**src/rtl/if_stage_unit_pkg.sv**
```systemverilog
// Shared fetch-stage encodings: next-PC select codes, the NOP word and the jump-target helper.
package if_stage_unit_pkg;

  typedef enum logic [1:0] {
    PC_SRC_SEQ = 2'b00,
    PC_SRC_BR  = 2'b01,
    PC_SRC_J   = 2'b10,
    PC_SRC_JR  = 2'b11
  } pc_src_e;

  // sll $0,$0,0
  localparam logic [31:0] NOP_ENC = 32'h0000_0000;

  // J/JAL target: region bits come from the delay-slot PC held in IF/ID.
  function automatic logic [31:0] jump_target(input logic [31:0] pc4, input logic [25:0] idx);
    return {pc4[31:28], idx, 2'b00};
  endfunction

endpackage

```
**src/rtl/sat_counter.sv**
```systemverilog
// Event counter that increments on inc_i and sticks at all-ones instead of wrapping.
module sat_counter #(
  parameter int unsigned CNT_W = 16
) (
  input  logic             clk_i,
  input  logic             rst_ni,
  input  logic             inc_i,
  output logic [CNT_W-1:0] count_o
);

  logic [CNT_W-1:0] count_q, count_d;

  always_comb begin
    count_d = count_q;
    if (inc_i && (count_q != {CNT_W{1'b1}})) begin
      count_d = count_q + {{(CNT_W-1){1'b0}}, 1'b1};
    end
  end

  always_ff @(posedge clk_i or negedge rst_ni) begin
    if (!rst_ni) begin
      count_q <= '0;
    end else begin
      count_q <= count_d;
    end
  end

  assign count_o = count_q;

endmodule

```
**src/rtl/if_stage_unit.sv**
```systemverilog
// Fetch stage: PC register, next-PC select, IF/ID register with stall/flush handling,
// plus saturating stall and flush event counters.
module if_stage_unit
  import if_stage_unit_pkg::*;
#(
  parameter logic [31:0] RESET_PC = 32'h0000_0000,
  parameter logic [31:0] NOP_INST = NOP_ENC,
  parameter int unsigned CNT_W    = 16
) (
  input  logic             clk,
  input  logic             rst,
  input  logic             pc_write,
  input  logic             IF_ID_write,
  input  logic             flush,
  input  logic [1:0]       pc_src,
  input  logic [31:0]      branch_target,
  input  logic [25:0]      jump_index,
  input  logic [31:0]      jr_target,
  output logic [31:0]      inst_addr,
  input  logic [31:0]      inst_data,
  output logic [31:0]      IF_ID_inst,
  output logic [31:0]      IF_ID_pc4,
  output logic             IF_ID_valid,
  output logic [CNT_W-1:0] stall_count,
  output logic [CNT_W-1:0] flush_count
);

  logic [31:0] pc_q, pc_d, pc4;
  logic [31:0] inst_q, inst_d;
  logic [31:0] ifid_pc4_q, ifid_pc4_d;
  logic        valid_q, valid_d;
  logic        flush_fire;

  assign pc4        = pc_q + 32'd4;
  assign flush_fire = pc_write && flush;

  // Redirect select only matters on a flush; otherwise fetch runs sequentially.
  always_comb begin
    pc_d = pc_q;
    if (pc_write) begin
      pc_d = pc4;
      if (flush) begin
        unique case (pc_src_e'(pc_src))
          PC_SRC_SEQ: pc_d = pc4;
          PC_SRC_BR:  pc_d = branch_target;
          PC_SRC_J:   pc_d = jump_target(ifid_pc4_q, jump_index);
          PC_SRC_JR:  pc_d = jr_target;
          default:    pc_d = pc4;
        endcase
      end
    end
  end

  // A stall wins over flush: the stalled branch in ID has not resolved yet.
  always_comb begin
    inst_d     = inst_q;
    ifid_pc4_d = ifid_pc4_q;
    valid_d    = valid_q;
    if (!pc_write) begin
      inst_d = inst_q;
    end else if (flush) begin
      inst_d     = NOP_INST;
      ifid_pc4_d = pc4;
      valid_d    = 1'b0;
    end else if (IF_ID_write) begin
      inst_d     = inst_data;
      ifid_pc4_d = pc4;
      valid_d    = 1'b1;
    end
  end

  always_ff @(posedge clk or negedge rst) begin
    if (!rst) begin
      pc_q       <= RESET_PC;
      inst_q     <= NOP_INST;
      ifid_pc4_q <= 32'd0;
      valid_q    <= 1'b0;
    end else begin
      pc_q       <= pc_d;
      inst_q     <= inst_d;
      ifid_pc4_q <= ifid_pc4_d;
      valid_q    <= valid_d;
    end
  end

  sat_counter #(.CNT_W(CNT_W)) u_stall_cnt (
    .clk_i   (clk),
    .rst_ni  (rst),
    .inc_i   (!pc_write),
    .count_o (stall_count)
  );

  sat_counter #(.CNT_W(CNT_W)) u_flush_cnt (
    .clk_i   (clk),
    .rst_ni  (rst),
    .inc_i   (flush_fire),
    .count_o (flush_count)
  );

  assign inst_addr   = pc_q;
  assign IF_ID_inst  = inst_q;
  assign IF_ID_pc4   = ifid_pc4_q;
  assign IF_ID_valid = valid_q;

endmodule

```
**config.mk**
```make
export PLATFORM = sky130hd
export DESIGN_NAME = if_stage_unit
export DESIGN_NICKNAME = d
export VERILOG_FILES = /design/src/rtl/if_stage_unit_pkg.sv /design/src/rtl/sat_counter.sv /design/src/rtl/if_stage_unit.sv
export SDC_FILE = /design/constraint.sdc
export NUM_CORES = 1
export LEC_CHECK = 0
export BUFFER_PORTS_ARGS = -buffer_cell sky130_fd_sc_hd__buf_2
export CAP_MARGIN = 25
export CORE_MARGIN = 1.5
export CORE_UTILIZATION = 46
export CTS_BUF_LIST = sky130_fd_sc_hd__clkbuf_2 sky130_fd_sc_hd__clkbuf_4 sky130_fd_sc_hd__clkbuf_8
export CTS_CLUSTER_DIAMETER = 30
export DETAILED_ROUTE_END_ITERATION = 8
export GPL_ROUTABILITY_DRIVEN = 0
export MAX_ROUTING_LAYER = met4
export PLACE_DENSITY = 0.84
export RECOVER_POWER = 25
export SETUP_SLACK_MARGIN = 0.2
export SYNTH_ARGS = -nofsm -noshare
export SYNTH_HDL_FRONTEND = slang
export SYNTH_SLANG_ARGS = --single-unit
```
**constraint.sdc**
```tcl
create_clock -name clk -period 2 [get_ports clk]
set_input_delay 0.4 -clock clk [delete_from_list [all_inputs] [get_ports clk]]
set_output_delay 0.4 -clock clk [all_outputs]
set_load 0.01 [all_outputs]
```
# == Yosys cells after proc, flatten, opt, wreduce, memory -nomap -nowiden ==
# Index checks and enable logic that the tools add are counted.
# op_classes
addsub,3
n_eq_ne,5
mux,8
n_reduce_logical,7
# op_table
operator,count
32-bit 2-to-1 mux,5
32-bit case mux with 4 select lines,1
16-bit by 1-bit adder with 16-bit output (second input constant),2
32-bit by 3-bit adder with 32-bit output (second input constant),1
16-bit != test (second input constant),2
2-bit equality test (second input constant),2
1-bit logical AND,3
2-bit by 1-bit equality test with 1-bit output (second input constant),1
2-bit zero test,1
1-bit 2-to-1 mux,2
2-bit AND reduction,1
2-bit nonzero test,1
1-bit zero test,1
# totals
reg_bits,129
out_inout_bits,129
elab_cells,29

# == Depth between registers and ports, before layout ==
# depth
ltp_word,3
ltp_mapped,8

# == Modules after synthesis ==
# Synthesis repeated with hierarchy kept, for this count alone.
# unflattened
cells_unflattened,705
hier_area_um2,7109.3
# by_module_without_submodules
mod,n_inst,cells_each,area_per_inst_um2,seq_area_each_um2
if_stage_unit,1,561,5390.2,2427.3
sat_counter,2,72,859.6,400.4

# == Worst setup path after synthesis ==
# Ideal clock, no wire load.
# synth_timing
kind,register to register
startpoint,register pc_q[12] (netlist: inst_addr[12])
endpoint,register pc_q[25] (netlist: inst_addr[25])
setup_ns,0.087
t_arrival_ns,1.931
required_ns,1.913
slack_ns,-0.018
path_stages_with_launch,8
path_buffers,2
period_less_slack_ns,2.018
cell_sequence,dfrtp_1 > buf_2 > nand4_2 > or4_4 > buf_6 > nor4_4 > o21ai_1 > a211oi_2
# synth_via
elab_chain_len,3
# synth_rtl
item,line_no,rtl
"start, declared",if_stage_unit.sv:28,"logic [31:0] pc_q, pc_d, pc4;"
"start signal, assigned",if_stage_unit.sv:79,pc_q <= pc_d;
32-bit by 3-bit adder with 32-bit output *,if_stage_unit.sv:34,assign pc4 = pc_q + 32'd4;
32-bit case mux with 4 select lines,if_stage_unit.sv:43,unique case (pc_src_e'(pc_src))
32-bit 2-to-1 mux *,if_stage_unit.sv:42,if (flush) begin
# Mark *: on every way between the ends. The rest lies on a longest branch, timed or not.
# A chain may end at the register's enable or synchronous reset.

# == Final worst setup path ==
# layout_timing
startpoint,register pc_q[17] (netlist: inst_addr[17])
endpoint,register ifid_pc4_q[30] (netlist: IF_ID_pc4[30])
# layout_via
elab_chain_len,3
# layout_rtl
item,line_no,rtl
32-bit by 3-bit adder with 32-bit output *,if_stage_unit.sv:34,
32-bit 2-to-1 mux,if_stage_unit.sv:65,end else if (IF_ID_write) begin
32-bit 2-to-1 mux *,if_stage_unit.sv:61,end else if (flush) begin
"end signal, assigned",if_stage_unit.sv:81,ifid_pc4_q <= ifid_pc4_d;
"end, declared",if_stage_unit.sv:30,"logic [31:0] ifid_pc4_q, ifid_pc4_d;"
# Mark *: on every way between the ends. The rest lies on a longest branch, timed or not. The select of a mux whose other input is x is not followed.

==> key figures <==
Run status
  – Status: complete, no violations

Finish
  – Nets: 1,117
  – Most frequent cells in the layout: buf_2 (256), dfrtp_1 (119), nand2_1 (76)
  – Filler cells: 1,178
  – Final Cell Area: 0.009225 mm²
  – Layout area overhead: 37.07%
  – Non-Filler Instances: 1,182
  – Commonest non-fill, non-tap cell in the layout: buf_2
  – Layout cells sized above 1: 43.49%
  – Number of diodes: 0

STA
  – Worst relative slew slack: 35.97%
  – Final hold violations: 0
  – Final setup viols: 0
  – Pins Over Slew Limit: 0
  – Crit share post-route: 94.11%
  – Clock Skew: 0.008345 ns
  – Total Neg Setup Slack: 0 ns
  – Unrepaired setup endpoints after global routing: true
  – Min cycle time layout: 1.882 ns
  – Fmax achieved: 531.3 MHz
  – Setup slack after layout: 0.1178 ns
  – Actual slew at the worst max-slew pin: 0.9605 ns

Place
  – IO buf count: 257
  – Number of placed instances, taps included: 1,132
  – Setup WS pre-CTS: -0.03702 ns
  – Dpl cell area: 0.008592 mm²
  – DP Wirelength: 14.97 mm

GRT
  – Initial antenna violation count: 0
  – Pin count of the biggest net entering global routing: 50
  – Busiest grt layer: met2
  – Tot GR Track Use: 27.40%
  – Vias in the first global route: 6,197
  – Total congestion overflow: 0
  – Met2 Use GR: 43.13%
  – Met3 Usage GRT: 5.723%
  – GR Layer Usage met1: 33.91%
  – First-pass GRT wire length: 31.02 mm

Logic synthesis
  – Cell Area, Synth: 0.006730 mm²
  – Net Count, Synth: 809
  – Yosys warns: 0
  – Post-synth cell types: 57
  – Synth Area in XOR/XNOR: 7.288%
  – EDFF count, synth: 0
  – Most used DFF post-synth: dfrtp_1
  – Avg Cell Area, Syn: 9.941 µm²
  – Synth Register Bits: 129
  – Post-synthesis compound-gate area fraction: 18.26%
  – Synth Area in Adders: 0.5577%
  – Cells after synthesis: 677
  – Simple-gate share of the synthesized area: 16.12%
  – Post-synthesis sequential area ratio: 47.96%
  – Mux contribution to synthesized area: 6.135%
  – Main combinational cell family by area after synthesis: compound AO/OA/AOI/OAI gates
  – Synth async-reset ratio: 100.0%

Critical path
  – Reg2Reg Depth: 7
  – Reg2reg end: IF_ID_pc4[30]
  – Flop2flop setup slack: 0.12 ns
  – Maximum fanout along the worst path: 6
  – Crit path launch type: flop
  – Critical setup path kind: reg -> reg
  – CP endpoint kind: flop
  – Reg-to-reg startpoint: inst_addr[17]
  – WP data required: 2.34 ns
  – WP data arrival: 2.22 ns

Min path
  – Hold Path Class: in -> reg
  – WHS Endpoint: IF_ID_inst[27]
  – Worst hold start: inst_data[27]
  – Hold path cells: 2

Detailed routing
  – Routed vias/inst: 5.540
  – DR iter-0 viols: 447
  – First drt pass iteration count: 5
  – Post-route ant nets: 0
  – Total number of vias: 6,548
  – Final wirelength: 20.65 mm
  – DRC Markers: 0
  – Drt wl/cell: 17.47 µm

Clock network
  – Clock Latency Late Sink: 0.45 ns
  – # H-tree levels: 4
  – Sink Count: 129
  – CTS tree: built
  – CTS Buf Count: 17
  – Clock-pin slew on the worst setup and hold paths: 0.08 ns
  – CTS root buf: clkbuf_8
  – Maximum clock path buffer count: 2

Pwr
  – Cell leakage power: 4.542 nW
  – Worst vdd ir: 0.4480 mV
  – PD cells: 903.5 mW/mm²

Floorplanning
  – Top Ports: 258
  – Starting Density: 46.66%
  – Row count: 44
  – Core Box Area: 0.01442 mm²
  – Die Span X: 124.0 µm
  – Die Span Y: 124.0 µm
  – Die footprint: 0.01537 mm²

Flow run
  – Max-cap violations: 0
report_power, final:
group,switching (mW),internal (mW)
Clock,1.17,1.14
Combinational,1.38,1.16
Sequential,0.414,3.07
layout make-up:
cell class	instances	area (µm²)	share of cell area, %
multi-input combinational	490	3391	36.76
inverter	11	41.29	0.4476
sequential	129	3241	35.13
clock buffer	17	234.0	2.536
timing repair buffer	336	1916	20.76
tap	184	230.2	2.496
clock inverter	15	172.7	1.872
synthesized netlist by cell type, types with 7 or more instances:
| cell | n | area share (%) |
|---|---|---|
| o21ai_1 | 7 | 0.52 |
| nor3_1 | 12 | 0.89 |
| nand3_1 | 19 | 1.4 |
| xnor2_1 | 32 | 4.2 |
| mux2i_1 | 21 | 3.1 |
| a21oi_1 | 38 | 2.8 |
| o21ai_0 | 57 | 4.2 |
| dfrtp_1 | 129 | 48 |
| nor4_1 | 7 | 0.65 |
| nand4_1 | 11 | 1.0 |
| xor2_1 | 24 | 3.1 |
| inv_1 | 11 | 0.61 |
| nand2_1 | 76 | 4.2 |
| mux2_2 | 18 | 3.0 |
| clkbuf_1 | 32 | 1.8 |
| and3_1 | 10 | 0.93 |
| buf_2 | 9 | 0.67 |
| a22o_1 | 34 | 4.4 |
| nor2_1 | 40 | 2.2 |
repair_timing:
action	CTS	global route
buffers inserted	11	6
hold buffers	1	0
pin swaps	13	7
setup endpoints to repair	17	36
gates resized for setup	13	21
endpoints found under the hold margin	46	0
cell families after synthesis:
| logic type | after synthesis |
|---|---|
| AND/OR/NAND/NOR | 207 |
| XOR/XNOR | 56 |
| flip-flops | 129 |
| multiplexers | 39 |
| buffers and inverters | 58 |
| adder cells (fa/ha/maj) | 3 |
| AO/OA/AOI/OAI | 185 |
state kept, by name, summed over array words and instances (netlist names):
signal / flops
inst_addr: 32
u_flush_cnt.count_o: 16
IF_ID_pc4: 32
IF_ID_inst: 32
IF_ID_valid: 1
u_stall_cnt.count_o: 16
worst max-delay path, stage by stage (launching register included):
cell and delay [ns]:
dfrtp_2 0.39, nand4_1 0.11, or4_4 0.58, buf_6 0.17, nor3_4 0.19, buf_4 0.15, xnor2_2 0.10, o21ai_1 0.07
stage by stage:
stage                     util [%]  hold slack (ns)  power, mW
final                        63.96           0.1589      8.335
after floorplan                  -           0.1044      4.738
after global placement       59.57           0.3777      5.843
after global routing         63.96           0.1382      8.802
after detailed placement     59.57           0.3747      5.930
after CTS                    63.37           0.1254      8.326
worst max path at each step:
stage | startpoint | to | slack (ns) | depth (start not counted)
floorplan | inst_addr[17] | inst_addr[27] | 0.08 | 6
global placement | inst_addr[12] | inst_addr[24] | 0.11 | 5
detailed placement | inst_addr[3] | inst_addr[30] | -0.04 | 7
CTS | inst_addr[15] | inst_addr[24] | 0.07 | 5
global route | inst_addr[16] | IF_ID_pc4[30] | 0.05 | 7
finish | inst_addr[17] | IF_ID_pc4[30] | 0.12 | 7
metal layers:
metal | routed length, µm | vias up | share of wire, %
li1 | - | 3069 | -
met1 | 8655 | 3159 | 42
met2 | 10070 | 277 | 49
met3 | 1357 | 43 | 6.6
met4 | 563 | 0 | 2.7
met5 | 0 | - | 0
(Power assumes the default switching activity.)
